`src/rtl/tick_timer_ctrl.sv`:
```
// Tick timer controller: a free-running prescaler produces a periodic tick, and four
// one-shot/periodic channels are serviced in turn after each tick by one shared decrementer.
module tick_timer_ctrl #(
    parameter int unsigned TICK_DIV = 50_000
) (
    input  logic        clk,
    input  logic        rst,
    input  logic        cfg_valid,
    output logic        cfg_ready,
    input  logic [1:0]  cfg_ch,
    input  logic        cfg_start,
    input  logic        cfg_mode,
    input  logic [15:0] cfg_period,
    input  logic [3:0]  irq_ack,
    output logic        tick,
    output logic [3:0]  ch_active,
    output logic [3:0]  ch_expire,
    output logic [3:0]  pending,
    output logic        irq
);

    localparam int unsigned CNT_W  = 32;
    localparam int unsigned PER_W  = 16;
    localparam int unsigned NUM_CH = 4;
    localparam int unsigned CH_W   = 2;

    localparam logic [CNT_W-1:0] CNT_LAST = CNT_W'(TICK_DIV - 1);
    localparam logic [CNT_W-1:0] CNT_PRE  = CNT_W'(TICK_DIV - 2);

    typedef enum logic [2:0] {
        IDLE  = 3'd0,
        SCAN0 = 3'd1,
        SCAN1 = 3'd2,
        SCAN2 = 3'd3,
        SCAN3 = 3'd4
    } state_t;

    state_t            state;
    logic [CNT_W-1:0]  presc;
    logic [PER_W-1:0]  period    [NUM_CH];
    logic [PER_W-1:0]  remaining [NUM_CH];
    logic [NUM_CH-1:0] mode;
    logic [NUM_CH-1:0] active;

    logic              svc_en;
    logic [CH_W-1:0]   svc_ch;
    logic [PER_W-1:0]  svc_rem;
    logic [PER_W-1:0]  svc_dec;
    logic              svc_last;
    logic              cfg_xfer;
    logic              cfg_load;

    // Tick is registered one cycle early so it coincides with the counter's last value.
    always_ff @(posedge clk) begin
        if (rst) begin
            presc <= '0;
            tick  <= 1'b0;
        end else begin
            presc <= (presc == CNT_LAST) ? '0 : presc + CNT_W'(1);
            tick  <= (presc == CNT_PRE);
        end
    end

    always_ff @(posedge clk) begin
        if (rst) begin
            state <= IDLE;
        end else begin
            case (state)
                IDLE:    if (tick) state <= SCAN0;
                SCAN0:   state <= SCAN1;
                SCAN1:   state <= SCAN2;
                SCAN2:   state <= SCAN3;
                SCAN3:   state <= IDLE;
                default: state <= IDLE;
            endcase
        end
    end

    // Scan state selects the channel fed through the shared decrementer.
    always_comb begin
        svc_en = 1'b1;
        svc_ch = CH_W'(0);
        case (state)
            SCAN0:   svc_ch = CH_W'(0);
            SCAN1:   svc_ch = CH_W'(1);
            SCAN2:   svc_ch = CH_W'(2);
            SCAN3:   svc_ch = CH_W'(3);
            default: svc_en = 1'b0;
        endcase
    end

    assign svc_rem  = remaining[svc_ch];
    assign svc_dec  = svc_rem - PER_W'(1);
    assign svc_last = (svc_rem == PER_W'(1));

    // Configuration is only taken while no scan is running or about to start.
    assign cfg_ready = (state == IDLE) && !tick && !rst;
    assign cfg_xfer  = cfg_valid && cfg_ready;
    assign cfg_load  = cfg_start && (cfg_period != '0);

    always_ff @(posedge clk) begin
        if (rst) begin
            for (int i = 0; i < NUM_CH; i++) begin
                period[i]    <= '0;
                remaining[i] <= '0;
            end
            mode      <= '0;
            active    <= '0;
            ch_expire <= '0;
        end else begin
            ch_expire <= '0;
            if (svc_en && active[svc_ch]) begin
                if (svc_last) begin
                    ch_expire[svc_ch] <= 1'b1;
                    if (mode[svc_ch]) begin
                        remaining[svc_ch] <= period[svc_ch];
                    end else begin
                        remaining[svc_ch] <= '0;
                        active[svc_ch]    <= 1'b0;
                    end
                end else if (svc_rem != '0) begin
                    remaining[svc_ch] <= svc_dec;
                end
            end
            if (cfg_xfer) begin
                if (cfg_load) begin
                    period[cfg_ch]    <= cfg_period;
                    remaining[cfg_ch] <= cfg_period;
                    mode[cfg_ch]      <= cfg_mode;
                    active[cfg_ch]    <= 1'b1;
                end else begin
                    remaining[cfg_ch] <= '0;
                    active[cfg_ch]    <= 1'b0;
                end
            end
        end
    end

    // A fresh expiry takes priority over an acknowledge in the same cycle.
    always_ff @(posedge clk) begin
        if (rst) begin
            pending <= '0;
        end else begin
            pending <= (pending & ~irq_ack) | ch_expire;
        end
    end

    assign ch_active = active;
    assign irq       = |pending;

endmodule

```
`config.mk`:
```
export PLATFORM = sky130hd
export DESIGN_NAME = tick_timer_ctrl
export DESIGN_NICKNAME = d
export VERILOG_FILES = /design/src/rtl/tick_timer_ctrl.sv
export SDC_FILE = /design/constraint.sdc
export NUM_CORES = 1
export LEC_CHECK = 0
export BUFFER_PORTS_ARGS = -buffer_cell sky130_fd_sc_hd__clkbuf_2
export CORE_MARGIN = 2
export CORE_UTILIZATION = 61
export DETAILED_ROUTE_END_ITERATION = 12
export PLACE_DENSITY = 0.79
export SYNTH_ARGS = -nofsm -noshare
export SYNTH_HDL_FRONTEND = slang
export SYNTH_SLANG_ARGS = --single-unit
```
`constraint.sdc`:
```
create_clock -name clk -period 11.65 [get_ports clk]
set_input_delay 1.165 -clock clk [delete_from_list [all_inputs] [get_ports clk]]
set_output_delay 1.165 -clock clk [all_outputs]
set_load 0.03 [all_outputs]
```
Word level (Yosys, flattened, before mapping)
Memory sizes are Yosys's and may differ from the RTL's.
Index checks and enable logic that the tools add are counted.

operators by class
  equal/unequal tests = 8
  bitwise logic cells = 13
  reduce and logical (&&, ||, !) cells = 20
  mux-type cells = 56
  add/sub/neg operators = 2
  $lt $le $gt $ge = 4

operator list
  operator                                                    count
  two-way mux 16 bit                                          6
  equality test 32 x 16 -> 1 bit, second input constant       2
  OR reduction 16 bit                                         3
  two-way mux 1 bit                                           33
  adder 32 x 1 -> 32 bit, second input constant               1
  nonzero test 16 bit                                         2
  two-way mux 4 bit                                           6
  equality test 16 x 1 -> 1 bit, second input constant        1
  subtractor 16 x 1 -> 16 bit, second input constant          1
  bitwise AND 4 bit                                           3
  NOT 4 bit                                                   3
  one-hot mux 3 bit (4 select lines)                          1
  OR 4 bit                                                    2
  OR reduction 4 bit                                          2
  logical AND 1 bit                                           7
  equality test 3 x 2 -> 1 bit, second input constant         2
  less-than comparator 2 x 3 -> 1 bit, second input constant  2
  two-way mux 2 bit                                           3
  one-hot mux 2 bit (3 select lines)                          1
  binary-select mux 1 bit (select 2 bit)                      2
  bitwise mux 4 bit                                           1
  demux 1 bit (select 2 bit)                                  2
  >= comparator 2 x 1 -> 1 bit, second input constant         2
  equality test 3 x 1 -> 1 bit, second input constant         1
  other kinds (10)                                            14

storage, ports and cells
  memories kept = 2
  bits in writable memories = 128
  register bits = 52
  output and inout port bits = 15
  input port bits = 27
  word-level logic and storage cells = 112

memories
  name       words  width  rd ports  clocked after memory_dff  wr ports  line  RTL
  period     4      16     1         0                         4         40    logic [PER_W-1:0] period [NUM_CH];
  remaining  4      16     1         0                         4         41    logic [PER_W-1:0] remaining [NUM_CH];

Logic depth before layout (Yosys ltp)
  depth in word-level cells = 15
  gate-level depth with buffers = 14
  gate-level depth less buffers = 9

Least setup slack after synthesis
OpenSTA, ideal clock, no wires.

  path type = input -> register
  start = input rst
  end = memory remaining[2][0], enable pin
  setup time = 0.375 ns
  slack = 7.518 ns
  stages on the path = 9
  buffers on the path = 2
  required time = 11.275 ns
  arrival = 3.758 ns
  cell sequence = clkbuf_1 or3_1 nor3_1 nand2_1 or3_1 clkbuf_1 inv_1 a31oi_4 nand2b_1

RTL lines
  element             line  RTL
  start: declaration  7     input logic rst,
  end: declaration    41

==> results.py <==
metrics = {
    "outcome": {
        "status": "completed",
    },
    "floorplanning": {
        "core_region_area_sq_mm": 0.01377,
        "floorplan.die.width_microns": 122.4,
        "boundaryPins": 42,
        "die_area_sq_mm": 0.01498,
        "die_h_microns": 122.4,
        "floorplan.initialDensity_pct": 62.06,
        "cell_rows": 43,
    },
    "placed_design": {
        "gp_congestion": 0.9886,
        "buffer_ports.inserted": 41,
        "dp.final_hpwl_mm": 14.35,
        "detailed_place.area_sq_mm": 0.008830,
    },
    "yosys": {
        "syn_nets": 814,
        "yosys_warnings": 0,
        "synth_mux_area_share_pct": 4.596,
        "synth-seq-cells": 180,
        "yosys.area_share.adder_pct": 0.7319,
        "synth-async-reset-ratio_pct": 0,
        "synthesis.instances": 782,
        "synth_simple_gate_area_share_pct": 17.56,
        "synthesized_cell_area_sq_mm": 0.008548,
        "synth_top_family_by_area": "simple AND/OR/NAND/NOR gates",
        "postSynthAreaPerCell_sq_um": 10.93,
        "ys.flop_type": "sky130_fd_sc_hd__edfxtp_1",
        "synth_edf_count": 128,
        "synth_compound_area_share_pct": 12.56,
        "post_synth_xor_area_fraction_pct": 3.791,
        "seq_area_frac_synth_pct": 57.14,
        "synthDistinctLibCells": 63,
    },
    "pwr": {
        "p_sw_share_pct": 21.85,
        "power_density_cells_mw_per_mm2": 144.9,
        "power_switching_uw": 298.7,
        "vdd.ir_drop.worst_uv": 104.0,
        "sequential_group_share_of_total_power_pct": 52.4,
        "pwr-share-clk_pct": 42.8,
        "power.static_leakage_nw": 3.458,
        "cellInternalPower_mw": 1.068,
        "combPwrFrac_pct": 4.8,
    },
    "clock_tree": {
        "holdBufCountCts": 0,
        "clock_latency_ps": 430,
        "cts_setup_buffers": 0,
        "number_of_buffers_added_by_the_clock_tree_synthesis_step": 17,
        "tritoncts_num_sinks": 180,
        "clk_pin_slew_worst_paths_ps": 70,
        "cts_max_level": 4,
        "max-clock-path-buffers": 2,
        "post_cts_resize_count": 0,
        "ctsRootBufferMaster": "sky130_fd_sc_hd__clkbuf_16",
        "tritoncts": "done",
    },
    "sta": {
        "clock-skew-final_ps": 9.539,
        "rsz0062_at_grt": "no",
        "timing_max_transition_violations_final": 0,
        "final-setup-viol-count": 0,
        "worst_max_slew_margin_expressed_relative_to_the_limit_pct": 21.06,
        "worst_slew_pin_slew_ps": 1182,
        "share_of_the_cycle_needed_by_the_critical_path_after_routing_pct": 47.54,
        "maxClockFrequency_ghz": 0.1806,
        "timing.setup.tns_ps": 0,
        "number_of_hold_violations_in_the_final_report": 0,
        "fin_crit_ps": 5538,
    },
    "route": {
        "wl_per_cell_microns": 20.65,
        "detail_route.first_pass.iterations": 6,
        "routed_wl_mm": 20.65,
        "drc": 0,
        "ant_nets": 0,
        "initialDrtViolationCount": 639,
        "routed-via-count": 6374,
        "vias_per_cell": 6.374,
    },
    "global_routing": {
        "maximum_number_of_pins_on_one_net_before_global_route_repair": 44,
        "grt.total_usage_pct": 28.27,
        "antenna_violations_before_repair": 0,
        "grt-ovfl-total": 0,
        "global_route_wire_length_before_repair_mm": 31.64,
        "grt_pass1_vias": 6095,
    },
    "cells_and_area": {
        "fin_nets": 839,
        "diodes": 0,
        "post-route-util_pct": 68.48,
        "area_growth_syn_to_layout_pct": 10.33,
        "proportion_of_layout_cells_with_a_drive_suffix_above_1_pct": 13.05,
        "mostFrequentLayoutCells": "133 x sky130_fd_sc_hd__nor2_1, 128 x sky130_fd_sc_hd__edfxtp_1, 64 x sky130_fd_sc_hd__a21oi_1, 56 x sky130_fd_sc_hd__nand2_1, 51 x sky130_fd_sc_hd__dfxtp_1",
        "layout.cells.most_common": "sky130_fd_sc_hd__nor2_1",
        "post_layout_instance_area_sq_mm": 0.009432,
    },
    "worst_setup_path": {
        "required_ps": 11650,
        "max_stage_delay_ps": 870,
        "slowest_stage": "sky130_fd_sc_hd__nor4_4",
        "timing_worst_setup_path_type": "flip-flop to flip-flop",
        "path_max_fanout": 43,
        "critical-path-top-cell-by-count": "sky130_fd_sc_hd__buf_4",
        "critPathBufInv": 2,
        "worstPathCellList": "buf_4 > nor3b_4 > buf_4 > nor3_1 > or4_4 > nor4_4 > a41oi_4 > o21ai_2 > nand2b_1",
        "worst_path_dominant_cell_family": "simple AND/OR/NAND/NOR gates",
        "worstSetupStartpointType": "flip-flop",
        "cp-end-kind": "flip-flop",
        "critical_path_arrival_ps": 5540,
    },
    "hold_path": {
        "hp-class": "flip-flop to flip-flop",
    },
    "run": {
        "max-cap-violations": 0,
    },
}
-- registers in the layout, summed over array words and instances (netlist names) --
| register | count |
|---|---|
| period | 64 |
| remaining | 64 |
| presc | 32 |
| ch_active | 4 |
| ch_expire | 4 |
| mode | 4 |
| pending | 4 |
| state | 3 |
| tick | 1 |
-- power by group through the flow --
stage                     Clock, mW  Combinational, mW  Sequential [mW]
after floorplan                   0             0.0439            0.726
after global placement            0             0.0618            0.728
after detailed placement          0             0.0636            0.729
after CTS                     0.587             0.0644            0.715
after global routing          0.613             0.0709            0.717
final                         0.585             0.0656            0.716
-- path summary, 6_finish.rpt --
check / from / endpoint / slack, ps / cells past startpoint
min reg2reg: ch_expire[2]$_SDFF_PP0_ / pending[2]$_SDFF_PP0_ / 480 / 2
min: ch_expire[2]$_SDFF_PP0_ / pending[2]$_SDFF_PP0_ / 480 / 2
max: state[0]$_SDFFE_PP0P_ / remaining[0][5]$_SDFFCE_PN0P_ / 6110 / 9
max reg2reg: state[0]$_SDFFE_PP0P_ / remaining[0][5]$_SDFFCE_PN0P_ / 6110 / 9
-- area by class of cell --
type                            count  area (sq um)
Timing Repair Buffer               47         250.2
Inverter                           28         105.1
Multi-Input combinational cell    533          3363
Fill cell                         996          4342
Tap cell                          180         225.2
Clock buffer                       19         432.9
Sequential cell                   180          4886
Clock inverter                     13         168.9
-- worst register-to-register path: stages (launching register included) --
cell,delay (ps)
sky130_fd_sc_hd__dfxtp_2,310
sky130_fd_sc_hd__buf_4,330
sky130_fd_sc_hd__nor3b_4,790
sky130_fd_sc_hd__buf_4,410
sky130_fd_sc_hd__nor3_1,120
sky130_fd_sc_hd__or4_4,630
sky130_fd_sc_hd__nor4_4,870
sky130_fd_sc_hd__a41oi_4,340
sky130_fd_sc_hd__o21ai_2,690
sky130_fd_sc_hd__nand2b_1,630
-- per-stage QoR --
step | cells | hold WS [ps] | setup WS, ps | power (mW)
global placement | 968 | 460.4 | 6396 | 0.7900
CTS | 1000 | 484.6 | 6190 | 1.367
floorplan | 782 | 441.1 | 7518 | 0.7704
finish | 1000 | 482.1 | 6112 | 1.367
global route | 1000 | 513.7 | 5701 | 1.401
detailed placement | 968 | 466.4 | 6247 | 0.7929
-- cell usage after synthesis, drive strengths merged, types with 4 or more instances --
cell type  count  area (sq um)
a21oi         64         320.3
a221o         22         220.2
a31o           4         35.04
a31oi         15         152.6
a41oi          7         98.84
and3           9         56.30
and4           5         43.79
buf           21         127.6
clkbuf        20         76.32
dfxtp         52          1041
edfxtp       128          3844
ha             5         62.56
inv           28         105.1
mux2i         37         370.4
nand2         56         210.2
nand2b         6         37.54
nand3         25         125.1
nand4         16         100.1
nor2         134         503.0
nor2b          5         31.28
nor3          14         70.07
nor4          16         130.1
o21ai          5         28.78
o2bb2ai        8         70.07
or2            5         31.28
or3            4         25.02
xnor2         14         122.6
xor2          23         201.4
-- kinds of logic (layout without fill, tap and decap cells) --
kind of cell / Yosys count / after routing
simple gates: 310 / 310
flops: 180 / 180
compound gates: 142 / 142
buf+inv: 69 / 107
mux: 39 / 39
xor+xnor: 37 / 37
fa+ha+maj: 5 / 5
-- layer usage --
layer  share of wire (%)  global-route usage, %  vias up  routed length (microns)
li1                    -                      -     2931                        -
met1                  37                  32.49     3075                     7733
met2                  53                  50.63      299                    10970
met3                 5.8                  4.879       69                     1206
met4                 3.6                  14.30        0                      739
met5                   0                      0        -                        0
Note: power is estimated with default switching activity, not from simulation.
